==> src/rtl/dds_ctrl_pkg.sv <==
// Shared types and defaults for the DDS waveform controller.
package dds_ctrl_pkg;

  localparam int PHASE_W_DEF = 32;
  localparam int ADDR_W_DEF  = 10;
  localparam int BURST_W_DEF = 16;

  typedef enum logic [1:0] {
    ST_IDLE      = 2'd0,
    ST_RUN       = 2'd1,
    ST_STOP_WAIT = 2'd2
  } state_e;

  localparam logic [1:0] WAVE_SINE     = 2'd0;
  localparam logic [1:0] WAVE_SQUARE   = 2'd1;
  localparam logic [1:0] WAVE_TRIANGLE = 2'd2;
  localparam logic [1:0] WAVE_SAW      = 2'd3;

endpackage

==> src/rtl/dds_phase_acc.sv <==
// Phase accumulator: load has priority over add; wrap flags the carry of the pending add.
module dds_phase_acc
  import dds_ctrl_pkg::*;
#(
  parameter int PHASE_W = PHASE_W_DEF,
  parameter int ADDR_W  = ADDR_W_DEF
) (
  input  logic               clk_125M,
  input  logic               rst_n,
  input  logic               load,
  input  logic               en,
  input  logic [PHASE_W-1:0] load_val,
  input  logic [PHASE_W-1:0] fword,
  output logic [ADDR_W-1:0]  addr,
  output logic               wrap
);

  logic [PHASE_W-1:0] phase;
  logic [PHASE_W-1:0] sum;
  logic               carry;

  assign {carry, sum} = {1'b0, phase} + {1'b0, fword};
  assign wrap = en & carry;
  assign addr = phase[PHASE_W-1 -: ADDR_W];

  always_ff @(posedge clk_125M or negedge rst_n) begin
    if (!rst_n) begin
      phase <= '0;
    end else if (load) begin
      phase <= load_val;
    end else if (en) begin
      phase <= sum;
    end
  end

endmodule

==> src/rtl/dds_wave_ctrl.sv <==
// DDS waveform sequencer: config handshake, burst/continuous runs, graceful stop.
//   state        | meaning
//   ST_IDLE      | config accepted, phase parked at offset, DAC idle
//   ST_RUN       | accumulating, counting wraps against burst length
//   ST_STOP_WAIT | stop seen, finishing current period
module dds_wave_ctrl
  import dds_ctrl_pkg::*;
#(
  parameter int PHASE_W = PHASE_W_DEF,
  parameter int ADDR_W  = ADDR_W_DEF,
  parameter int BURST_W = BURST_W_DEF
) (
  input  logic               clk_125M,
  input  logic               rst_n,
  input  logic               cfg_valid,
  output logic               cfg_ready,
  input  logic [PHASE_W-1:0] cfg_fword,
  input  logic [PHASE_W-1:0] cfg_phase,
  input  logic [1:0]         cfg_wave_sel,
  input  logic [BURST_W-1:0] cfg_burst,
  input  logic               start,
  input  logic               stop,
  output logic [ADDR_W+1:0]  rom_addr,
  output logic               da_en,
  output logic               busy,
  output logic               done
);

  state_e             state;
  logic [PHASE_W-1:0] fword_r;
  logic [PHASE_W-1:0] phase_off;
  logic [1:0]         wave_sel_r;
  logic [BURST_W-1:0] burst_r;
  logic [BURST_W-1:0] wrap_cnt;
  logic [ADDR_W-1:0]  acc_addr;
  logic               wrap;
  logic               accept;
  logic               burst_hit;
  logic               finish;
  logic               acc_load;
  logic [PHASE_W-1:0] load_val;

  assign cfg_ready = (state == ST_IDLE);
  assign busy      = (state != ST_IDLE);
  assign da_en     = busy;
  assign accept    = cfg_valid & cfg_ready;
  assign rom_addr  = {wave_sel_r, acc_addr};

  // A start in the handshake cycle must see the offset being accepted, not the old one.
  assign load_val  = accept ? cfg_phase : phase_off;
  assign burst_hit = wrap && (burst_r != '0) && ((wrap_cnt + BURST_W'(1)) == burst_r);

  always_comb begin
    finish = 1'b0;
    case (state)
      ST_RUN:       finish = burst_hit | (stop & (wrap | (fword_r == '0)));
      ST_STOP_WAIT: finish = wrap;
      default:      finish = 1'b0;
    endcase
  end

  // Reload on the exit edge so the first IDLE cycle already shows the offset.
  assign acc_load = (state == ST_IDLE) | finish;

  dds_phase_acc #(
    .PHASE_W (PHASE_W),
    .ADDR_W  (ADDR_W)
  ) u_acc (
    .clk_125M (clk_125M),
    .rst_n    (rst_n),
    .load     (acc_load),
    .en       (busy),
    .load_val (load_val),
    .fword    (fword_r),
    .addr     (acc_addr),
    .wrap     (wrap)
  );

  always_ff @(posedge clk_125M or negedge rst_n) begin
    if (!rst_n) begin
      state      <= ST_IDLE;
      fword_r    <= '0;
      phase_off  <= '0;
      wave_sel_r <= WAVE_SINE;
      burst_r    <= '0;
      wrap_cnt   <= '0;
      done       <= 1'b0;
    end else begin
      done <= 1'b0;
      case (state)
        ST_IDLE: begin
          if (accept) begin
            fword_r    <= cfg_fword;
            phase_off  <= cfg_phase;
            wave_sel_r <= cfg_wave_sel;
            burst_r    <= cfg_burst;
          end
          if (start) begin
            state    <= ST_RUN;
            wrap_cnt <= '0;
          end
        end
        ST_RUN: begin
          if (wrap) wrap_cnt <= wrap_cnt + BURST_W'(1);
          if (finish) begin
            state <= ST_IDLE;
            done  <= 1'b1;
          end else if (stop) begin
            state <= ST_STOP_WAIT;
          end
        end
        ST_STOP_WAIT: begin
          if (finish) begin
            state <= ST_IDLE;
            done  <= 1'b1;
          end
        end
        default: state <= ST_IDLE;
      endcase
    end
  end

endmodule

==> config.mk <==
export PLATFORM = sky130hd
export DESIGN_NAME = dds_wave_ctrl
export DESIGN_NICKNAME = d
export VERILOG_FILES = /design/src/rtl/dds_ctrl_pkg.sv /design/src/rtl/dds_phase_acc.sv /design/src/rtl/dds_wave_ctrl.sv
export SDC_FILE = /design/constraint.sdc
export NUM_CORES = 1
export LEC_CHECK = 0
export ABC_AREA = 1
export CAP_MARGIN = 20
export CORE_UTILIZATION = 57
export DETAILED_ROUTE_END_ITERATION = 16
export PLACE_DENSITY = 0.8
export SLEW_MARGIN = 25
export SYNTH_ARGS = -nofsm -noshare
export SYNTH_HDL_FRONTEND = slang
export SYNTH_HIERARCHICAL = 1
export SYNTH_SLANG_ARGS = --single-unit
==> constraint.sdc <==
create_clock -name clk_125M -period 4.6 [get_ports clk_125M]
set_clock_uncertainty 0.2 [all_clocks]
set_input_delay 0.92 -clock clk_125M [delete_from_list [all_inputs] [get_ports clk_125M]]
set_output_delay 0.92 -clock clk_125M [all_outputs]
set_load 0.005 [all_outputs]
==> results.md, run 1 <==
- Status: completed
- Area of the multi-input gates: 4840 sq um
- Post-synth EDFFs: 0
- Die W: 127 um
- Antenna cells: 0
- Area leader, netlist: dfrtp_1
- Max Clk Rate: 0.244 GHz
- Global Route Usage Sum: 29.5%
- Clock buffer count from CTS: 17
- First-pass GRT wire length: roughly 37 mm
- Setup bufs post-CTS: 0
- Ys flop type: dfrtp_1
- Std-Cell Rows: 45
- Total number of vias: 7930
- Detailed Routing Iterations Pass 1: 7
- H-tree depth: 4
- Tcrit/Tclk final: 89.1%
- Worst Setup Path Type: register to register
- CP max-delay cell: inv_1
- Syn Nets: 1261
- Worst-path fanout max: 14
- # fillers: 1225
- Final Hold Vio Count: 0
- Worst-Margin Slew: 834 ps
- Clk sinks: around 130
- DP HPWL: 16.7 mm
- Synth top area share: 37.3%
- Share of layout cells above drive strength 1: between 10% and 20%
- RSZ-0062 raised after global routing: no
- Root Driver: clkbuf_16
- Mapped Cells: 1137
- Clock tree buffer depth: 2
- Die area: 16200 sq um
- CORE AREA: 15300 sq um
- Final setup fails: 0
- Vias per inst: roughly 5.4
- Routed WL: 22.9 mm
- Yosys cell types: 38
- Clock latency on the worst-skew pair: 420 ps
- Worst VDD drop: 0.384 mV
- Area post-placement: 10200 sq um
- Pleak: 5.25 nW
- Pwr/cell area: between 800 and 900 nW/um^2
- Finished Cell Area: 10800 sq um
- Worst Hold Class: register to register
- Slew Limit Headroom: 44.4%
- Asr flop ratio synth: 100%
- Final min period: 4100 ps
- Number of antenna-violating nets in the routed design: 0
- # DRC: 0
- Post-Syn Area: 8930 sq um
- #FFs+latches synth: 133
- Sequential Area: 3330 sq um
- WL/cell: 15.7 um
- Hold Path Origin: phase_off[15]
- Synthesized area per cell: between 7 and 8 sq um
- Endpoint class of the critical path: register
- Setup TNS: 0 ps
- Initial Utilization: 58.5%
- Gr ovfl total: 0
- Nets: ~1400
- FF-to-FF Start: fword_r[0]
- IO Pins: around 100
- Worst stage delay on the critical path: slightly below 400 ps
- Hold buffer count at cts: 0
- Crit path from: fword_r[0]
- Crit start category: register
- Die Ht: about 130 um
- Max-cap viol count: 0
- Synth area leaders: dfrtp_1, nand2_1, mux2_2
- Req. time, crit path: 4660 ps
- Synthesis-to-layout area growth: 20.4%
- Vias in the first global route: 7515
- Port Buffers: a little over 100
- Worst EP arrival: 4160 ps
- Largest net degree at the start of global routing: between 100 and 150
- Clock slew at reported path FFs: 60 ps
- Initial antenna violation count: 0
- Initial DRC Count: 759
- Seq/Total Area, Yosys: 37.3%
- Final Wtd Congestion: 0.947
- CTS tree: yes
- Ys Warns: 6
- Max Slew Vio Count: 0
- Resized Gates After CTS: 0
-- where the power goes --
group          total [mW]  internal (mW)  leakage (nW)  switching (mW)
clock                1.35          0.827         0.279           0.525
combinational        5.13           2.10          3.37            3.03
sequential           2.13           1.72          1.60           0.406
total                8.61           4.65          5.25            3.96
-- layout make-up --
class	count	area share (%)
clock buffers	21	4.28
clock inverters	11	1.19
inverters	157	5.48
multi-input cells	812	45.0
flip-flops and latches	133	30.9
well taps	211	2.45
repair buffers	116	10.6
-- synthesized netlist by cell type (8+ instances only) --
master	count
xnor2_1	12
nand3_1	88
mux2_2	102
clkbuf_1	19
dfrtp_1	133
buf_4	12
o21ai_0	13
nor2_1	74
o22ai_1	9
a22oi_1	22
nand2_1	327
inv_1	155
ha_1	36
nand4_1	14
a21oi_1	35
nor2_4	8
nand2_2	15
nor4_1	10
-- per-layer routing --
layer	GRT usage, %	routed length [um]
met1	39.9	10200
met2	48.9	10800
met5	0	0
met4	8.26	449
met3	5.15	1520
-- cells by family (layout without fill, tap and decap cells) --
| logic type | after synthesis | in the layout | share of synthesized area (%) |
|---|---|---|---|
| fa+ha+maj | 37 | 37 | 5.27 |
| simple gates | 561 | 561 | 27.6 |
| buf+inv | 192 | 305 | 8.61 |
| flops | 133 | 133 | 37.3 |
| compound gates | 96 | 96 | 6.46 |
| mux | 102 | 102 | 12.9 |
| xor+xnor | 16 | 16 | 1.93 |
-- registers in the layout (all words and copies together) (netlist names) --
signal and count:
done 1, burst_r 16, u_acc/phase 32, phase_off 32, wrap_cnt 16, fword_r 32
state 2, wave_sel_r 2
-- path summary, 6_finish.rpt --
path | end | depth (start not counted) | slack (ps)
max | u_acc/phase[3] | 27 | 500
min | phase_off[15] | 1 | 300
max reg2reg | u_acc/phase[3] | 27 | 500
min reg2reg | phase_off[15] | 1 | 300
max in group asynchronous | burst_r[9] | 2 | 3040
min in group asynchronous | fword_r[2] | 1 | 400
-- layout by cell type, fill, tap and decap left out, drive strengths merged, types with 3 or more instances in the layout --
cell type,instances
dfrtp,133
nand2,345
a22oi,22
nor2,88
inv,157
o211ai,5
nor4,10
nor3,4
o21ai,20
mux2,102
clkinv,6
o21bai,3
xnor2,12
a21oi,36
ha,36
clkbuf,22
buf,14
clkinvlp,3
clkdlybuf4s50,101
nand4,14
nand3,92
and2,3
o22ai,9
nand3b,4
-- critical path, delay by kind of cell, from the launching register on --
family                   cells  cell delay (ps)
adder cells (fa/ha/maj)      2              560
AND/OR/NAND/NOR             19             1750
flip-flops                   1              370
buffers and inverters        3              540
AO/OA/AOI/OAI                3              510
-- metrics by stage --
stage / power (mW) / worst slack (ps) / instances / hold slack (ps) / util (%)
CTS: 8.55 / 548 / 1461 / 304 / 70.5
detailed placement: 7.12 / 616 / 1429 / 288 / 66.6
global route: 9.27 / 96.6 / 1461 / 318 / 70.5
finish: 8.61 / 503 / 1461 / 300 / 70.5
global placement: 7.01 / 823 / 1429 / 280 / 66.6
floorplan: 5.81 / 1030 / 1137 / 266 / -
Note: power is estimated with default switching activity, not from simulation.
==> run 2, diff against run 1 <==
RECOVER_POWER = 50   (was default)
TNS_END_PERCENT = 1   (was default)
==> results.md, run 2 (same netlist as run 1, synthesis figures left out) <==
- Status: finished, violations left
- Failing checks: max-capacitance violations, max-slew violations
- Initial DRC Count: 712
- Pleak: 5.24 nW
- Tcrit/Tclk final: 88.9%
- Area post-placement: 10200 sq um
- Register share of total power: between 20% and 30%
- Clk sinks: 133
- Clock slew at reported path FFs: ~60 ps
- RSZ-0062 raised after global routing: no
- Commonest non-fill, non-tap cell in the layout: nand2_1
- First-pass GRT wire length: between 30 and 40 mm
- Share of layout cells above drive strength 1: between 10% and 20%
- Worst Hold Class: register to register
- Worst path buffer plus inverter count: 3
- Endpoint class of the critical path: register
- DP HPWL: 16.7 mm
- Clock latency on the worst-skew pair: 420 ps
- Most frequent cells in the layout: nand2_1, inv_1, dfrtp_1, mux2_2, clkdlybuf4s50_1
- Core Util, Final: 70.3%
- Worst VDD drop: 0.383 mV
- Setup bufs post-CTS: 0
- Worst Setup Path Type: register to register
- Final setup fails: 0
- Final Wtd Congestion: between 0.9 and 1
- Port Buffers: 102
- Worst stage delay on the critical path: 400 ps
- Final Hold Vio Count: 0
- Initial Utilization: 58.5%
- Synthesis-to-layout area growth: 20.2%
- Regs by FF count: fword_r (32), phase_off (32), u_acc/phase (32)
- Routed WL: 22.9 mm
- # DRC: 0
- Nets: about 1400
- Switching Power: 3.96 mW
- Final min period: 4090 ps
- Max Clk Rate: 0.245 GHz
- Worst EP arrival: 4200 ps
- Vias in the first global route: roughly 7500
- Root Driver: clkbuf_16
- IO Pins: about 100
- Worst-Margin Slew: approximately 2600 ps
- Slew Limit Headroom: -73.9%
- Std-Cell Rows: 45
- WL/cell: 15.7 um
- Net Sw Frac: between 40% and 50%
- H-tree depth: 4
- Die Ht: approximately 130 um
- Die W: 127 um
- Initial antenna violation count: 0
- Antenna cells: 0
- Die area: 16200 sq um
- Max-cap viol count: 2
- Setup TNS: 0 ps
- Global Route Usage Sum: 29.5%
- Clock power frac: 15.7%
- Worst-path fanout max: 14
- CP max-delay cell: inv_1
- Hold buffer count at cts: 0
- Clock tree buffer depth: 2
- Total number of vias: 7934
- Internal power: 4.66 mW
- # fillers: 1231
- Delay-heaviest family, CP: simple AND/OR/NAND/NOR gates
- Clock buffer count from CTS: 17
- Number of antenna-violating nets in the routed design: 0
- Detailed Routing Iterations Pass 1: 5
- Combinational share of power: 59.5%
- Gr ovfl total: 0
- Max Slew Vio Count: 106
- Req. time, crit path: 4710 ps
- Largest net degree at the start of global routing: 106
- Vias per inst: ~5.4
- Resized Gates After CTS: 0
- Most frequent CP cell: nand2_1
- Pwr/cell area: 802 nW/um^2
- Finished Cell Area: approximately 11000 sq um
- CTS tree: yes
- CORE AREA: 15300 sq um
- Crit start category: register
-- run 2: cell count changes in the layout (fill, tap and decap cells not counted) --
cell / previous run / this run
buf_4: 13 / 11
clkbuf_1: 2 / 4
clkbuf_2: 0 / 1
clkbuf_8: 3 / 2
clkdlybuf4s50_1: 101 / 100
dlygate4sd3_1: 0 / 1
nand2_1: 326 / 327
nand2_4: 4 / 3
-- run 2: cell type report --
| cell class | instances | area [sq um] | area share (%) |
|---|---|---|---|
| multi-input cells | 812 | 4840 | 45.1 |
| inverters | 157 | 589 | 5.49 |
| clock inverters | 11 | 128 | 1.19 |
| well taps | 211 | 264 | 2.46 |
| flip-flops and latches | 133 | 3330 | 31.0 |
| repair buffers | 116 | 1130 | 10.5 |
| clock buffers | 21 | 460 | 4.29 |
-- run 2: final timing paths --
kind / from / to / slack, ps / cells after the start
max in group asynchronous: rst_n / wave_sel_r[0] / 1330 / 2
max: fword_r[0] / u_acc/phase[12] / 510 / 29
min: phase_off[11] / phase_off[11] / 300 / 1
min reg2reg: phase_off[11] / phase_off[11] / 300 / 1
min in group asynchronous: rst_n / phase_off[0] / 1110 / 1
max reg2reg: fword_r[0] / u_acc/phase[12] / 510 / 29
-- run 2: power groups by stage --
| stage | Clock, mW | Combinational, mW | Sequential, mW |
|---|---|---|---|
| 5_1_grt | 1.42 | 5.67 | 2.19 |
| 6_report | 1.35 | 5.13 | 2.13 |
| 4_1_cts | 1.37 | 5.06 | 2.12 |
| 2_1_floorplan | 0 | 3.82 | 1.99 |
| 3_3_place_gp | 0 | 4.90 | 2.11 |
| 3_5_place_dp | 0 | 4.99 | 2.13 |
-- run 2: through the flow --
step	std cells	setup WS (ps)	power (mW)	hold WS (ps)
3_5_place_dp	1429	616	7.12	288
4_1_cts	1461	548	8.55	304
2_1_floorplan	1137	1030	5.81	266
6_report	1461	510	8.61	300
5_1_grt	1461	96.6	9.28	318
3_3_place_gp	1429	823	7.01	280
-- run 2: worst reg2reg max path: cells and delay by family (launching register included) --
kind	cells	cell delay, ps
AOI/OAI and AO/OA	4	490
adders and majority gates	2	560
buffers and inverters	3	550
DFF	1	370
and+or+nand+nor	20	1800
-- run 2: per-layer routing --
layer | vias to the layer above | GRT usage, % | share of wire (%)
li1 | 3902 | - | -
met1 | 3702 | 39.9 | 45
met2 | 287 | 48.9 | 47
met3 | 43 | 5.15 | 5.8
met4 | 0 | 8.26 | 2.0
met5 | - | 0 | 0
==> run 3, diff against run 2 <==
CORE_UTILIZATION = 50   (was 57)
PLACE_DENSITY = 0.71   (was 0.8)
==> results.md, run 3 (same netlist as run 1, synthesis figures left out) <==
- First-pass GRT wire length: 37.6 mm
- Tcrit/Tclk final: 89.7%
- Worst-path fanout max: 14
- Initial Utilization: between 50% and 60%
- Worst path buffer plus inverter count: 3
- Initial antenna violation count: 0
- CORE AREA: roughly 17000 sq um
- Clock tree buffer depth: 2
- Clock buffer count from CTS: 17
- # DRC: 0
- Die area: 18400 sq um
- Final Hold Vio Count: 0
- Setup bufs post-CTS: 0
- Gr ovfl total: 0
- Vias in the first global route: 7542
- IO Pins: 103
- Worst VDD drop: 0.343 mV
- RSZ-0062 raised after global routing: no
- Sequential Area: 3330 sq um
- Clock slew at reported path FFs: 60 ps
- Setup TNS: 0 ps
- CP max-delay cell: fa_1
- Commonest non-fill, non-tap cell in the layout: nand2_1
- Die Ht: 136 um
- DP HPWL: 17.5 mm
- Routed WL: approximately 23 mm
- Clk sinks: between 100 and 150
- # fillers: 1544
- Register share of total power: 24.3%
- Share of layout cells above drive strength 1: 15.1%
- Largest net degree at the start of global routing: 86
- Crit path from: fword_r[0]
- Final setup fails: 0
- Net Sw Frac: 45.0%
- Antenna cells: 0
- Synthesis-to-layout area growth: 21.0%
- Initial DRC Count: 529
- Port Buffers: 102
- Worst EP arrival: 4290 ps
- Delay-heaviest family, CP: simple AND/OR/NAND/NOR gates
- FF-to-FF Start: fword_r[0]
- Endpoint class of the critical path: register
- Area of the multi-input gates: around 4800 sq um
- H-tree depth: 4
- Die W: 136 um
- Worst-Margin Slew: 2130 ps
- Detailed Routing Iterations Pass 1: 6
- Placed insts: ~1400
- Max Clk Rate: 0.242 GHz
- Req. time, crit path: between 4000 and 5000 ps
- Total number of vias: ~7700
- Worst Hold Class: register to register
- Clock power frac: 17.1%
- Max Slew Vio Count: 86
- Std-Cell Rows: between 40 and 50
- Vias per inst: 5.26
- Number of antenna-violating nets in the routed design: 0
- Nets: around 1400
- Pwr/cell area: 808 nW/um^2
- Failing checks: max-capacitance violations, max-slew violations
- CTS tree: yes
- Finished Layout Cells: 1472
- Global Route Usage Sum: 26.8%
- Switching Power: between 3 and 4 mW
- Combinational share of power: between 50% and 60%
- Most frequent cells in the layout: nand2_1, inv_1, dfrtp_1, mux2_2, clkdlybuf4s50_1
- Status: finished, violations left
- Final min period: 4120 ps
- Crit start category: register
- Root Driver: clkbuf_16
- Max-cap viol count: 1
- Pleak: 5.27 nW
- Worst Setup Path Type: register to register
- WL/cell: 15.7 um
- Hold Path Origin: u_acc/phase[0]
- Clock latency on the worst-skew pair: 430 ps
- Worst stage delay on the critical path: 470 ps
- Internal power: about 4.8 mW
- Regs by FF count: fword_r (32), phase_off (32), u_acc/phase (32)
- Slew Limit Headroom: -42.2%
- Final Wtd Congestion: approximately 0.96
run 3: cell count changes in the layout (fill, tap and decap cells not counted):
cell       before  now
clkbuf_8        2    5
inv_1         155  154
nand2_2        15   16
bufinv_16       2    4
clkinv_4        4    0
nand2_1       327  326
clkbuf_1        4    3
buf_12          1    2
buf_4          11    8
run 3: tightest hold or removal path, cell delays in order (launching register included):
cell     delay (ps)
dfrtp_1         340
nand2_1          50
nand3_1          70
run 3: final timing paths:
kind                                         to  slack, ps  cells after the start
min in group asynchronous          phase_off[0]        920                      1
max in group asynchronous           wrap_cnt[4]       1160                      2
worst max register to register  u_acc/phase[11]        480                     29
worst min register to register   u_acc/phase[0]        300                      2
worst min-delay path             u_acc/phase[0]        300                      2
worst max-delay path            u_acc/phase[11]        480                     29
run 3: metal layers:
metal	GRT usage [%]	vias up	part of all wire, %
li1	-	3894	-
met1	36.0	3617	47
met2	43.3	196	46
met3	5.05	30	5.1
met4	8.80	0	1.8
met5	0	-	0
run 3: repair_timing:
item | CTS | global route
resized for setup | 0 | 2
endpoints found under the setup margin | 0 | 26
hold buffers | 0 | 0
run 3: final cells by class:
type / instances / area share [%]
Clock buffer: 23 / 4.61
Inverter: 157 / 5.49
Clock inverter: 8 / 1.34
Timing Repair Buffer: 114 / 10.4
Multi-Input combinational cell: 812 / 44.8
Sequential cell: 133 / 30.8
Tap cell: 225 / 2.60
run 3: power by group through the flow:
stage          sequential [mW]  clock (mW)  combinational [mW]
3_5_place_dp              2.13           0                5.04
2_1_floorplan             1.99           0                3.82
5_1_grt                   2.19        1.56                5.73
6_report                  2.13        1.50                5.11
3_3_place_gp              2.12           0                4.98
4_1_cts                   2.12        1.51                5.08
run 3: metrics by stage:
stage | hold slack, ps | worst slack (ps) | cell area, sq um | util [%] | power, mW
final | 301 | 476 | 10800 | 62.3 | 8.73
after global routing | 312 | 20.8 | 10800 | 62.3 | 9.48
after CTS | 304 | 326 | 10800 | 62.4 | 8.72
after detailed placement | 287 | 403 | 10200 | 58.7 | 7.17
after global placement | 280 | 528 | 10200 | 58.7 | 7.09
after floorplan | 266 | 1030 | 8930 | - | 5.81
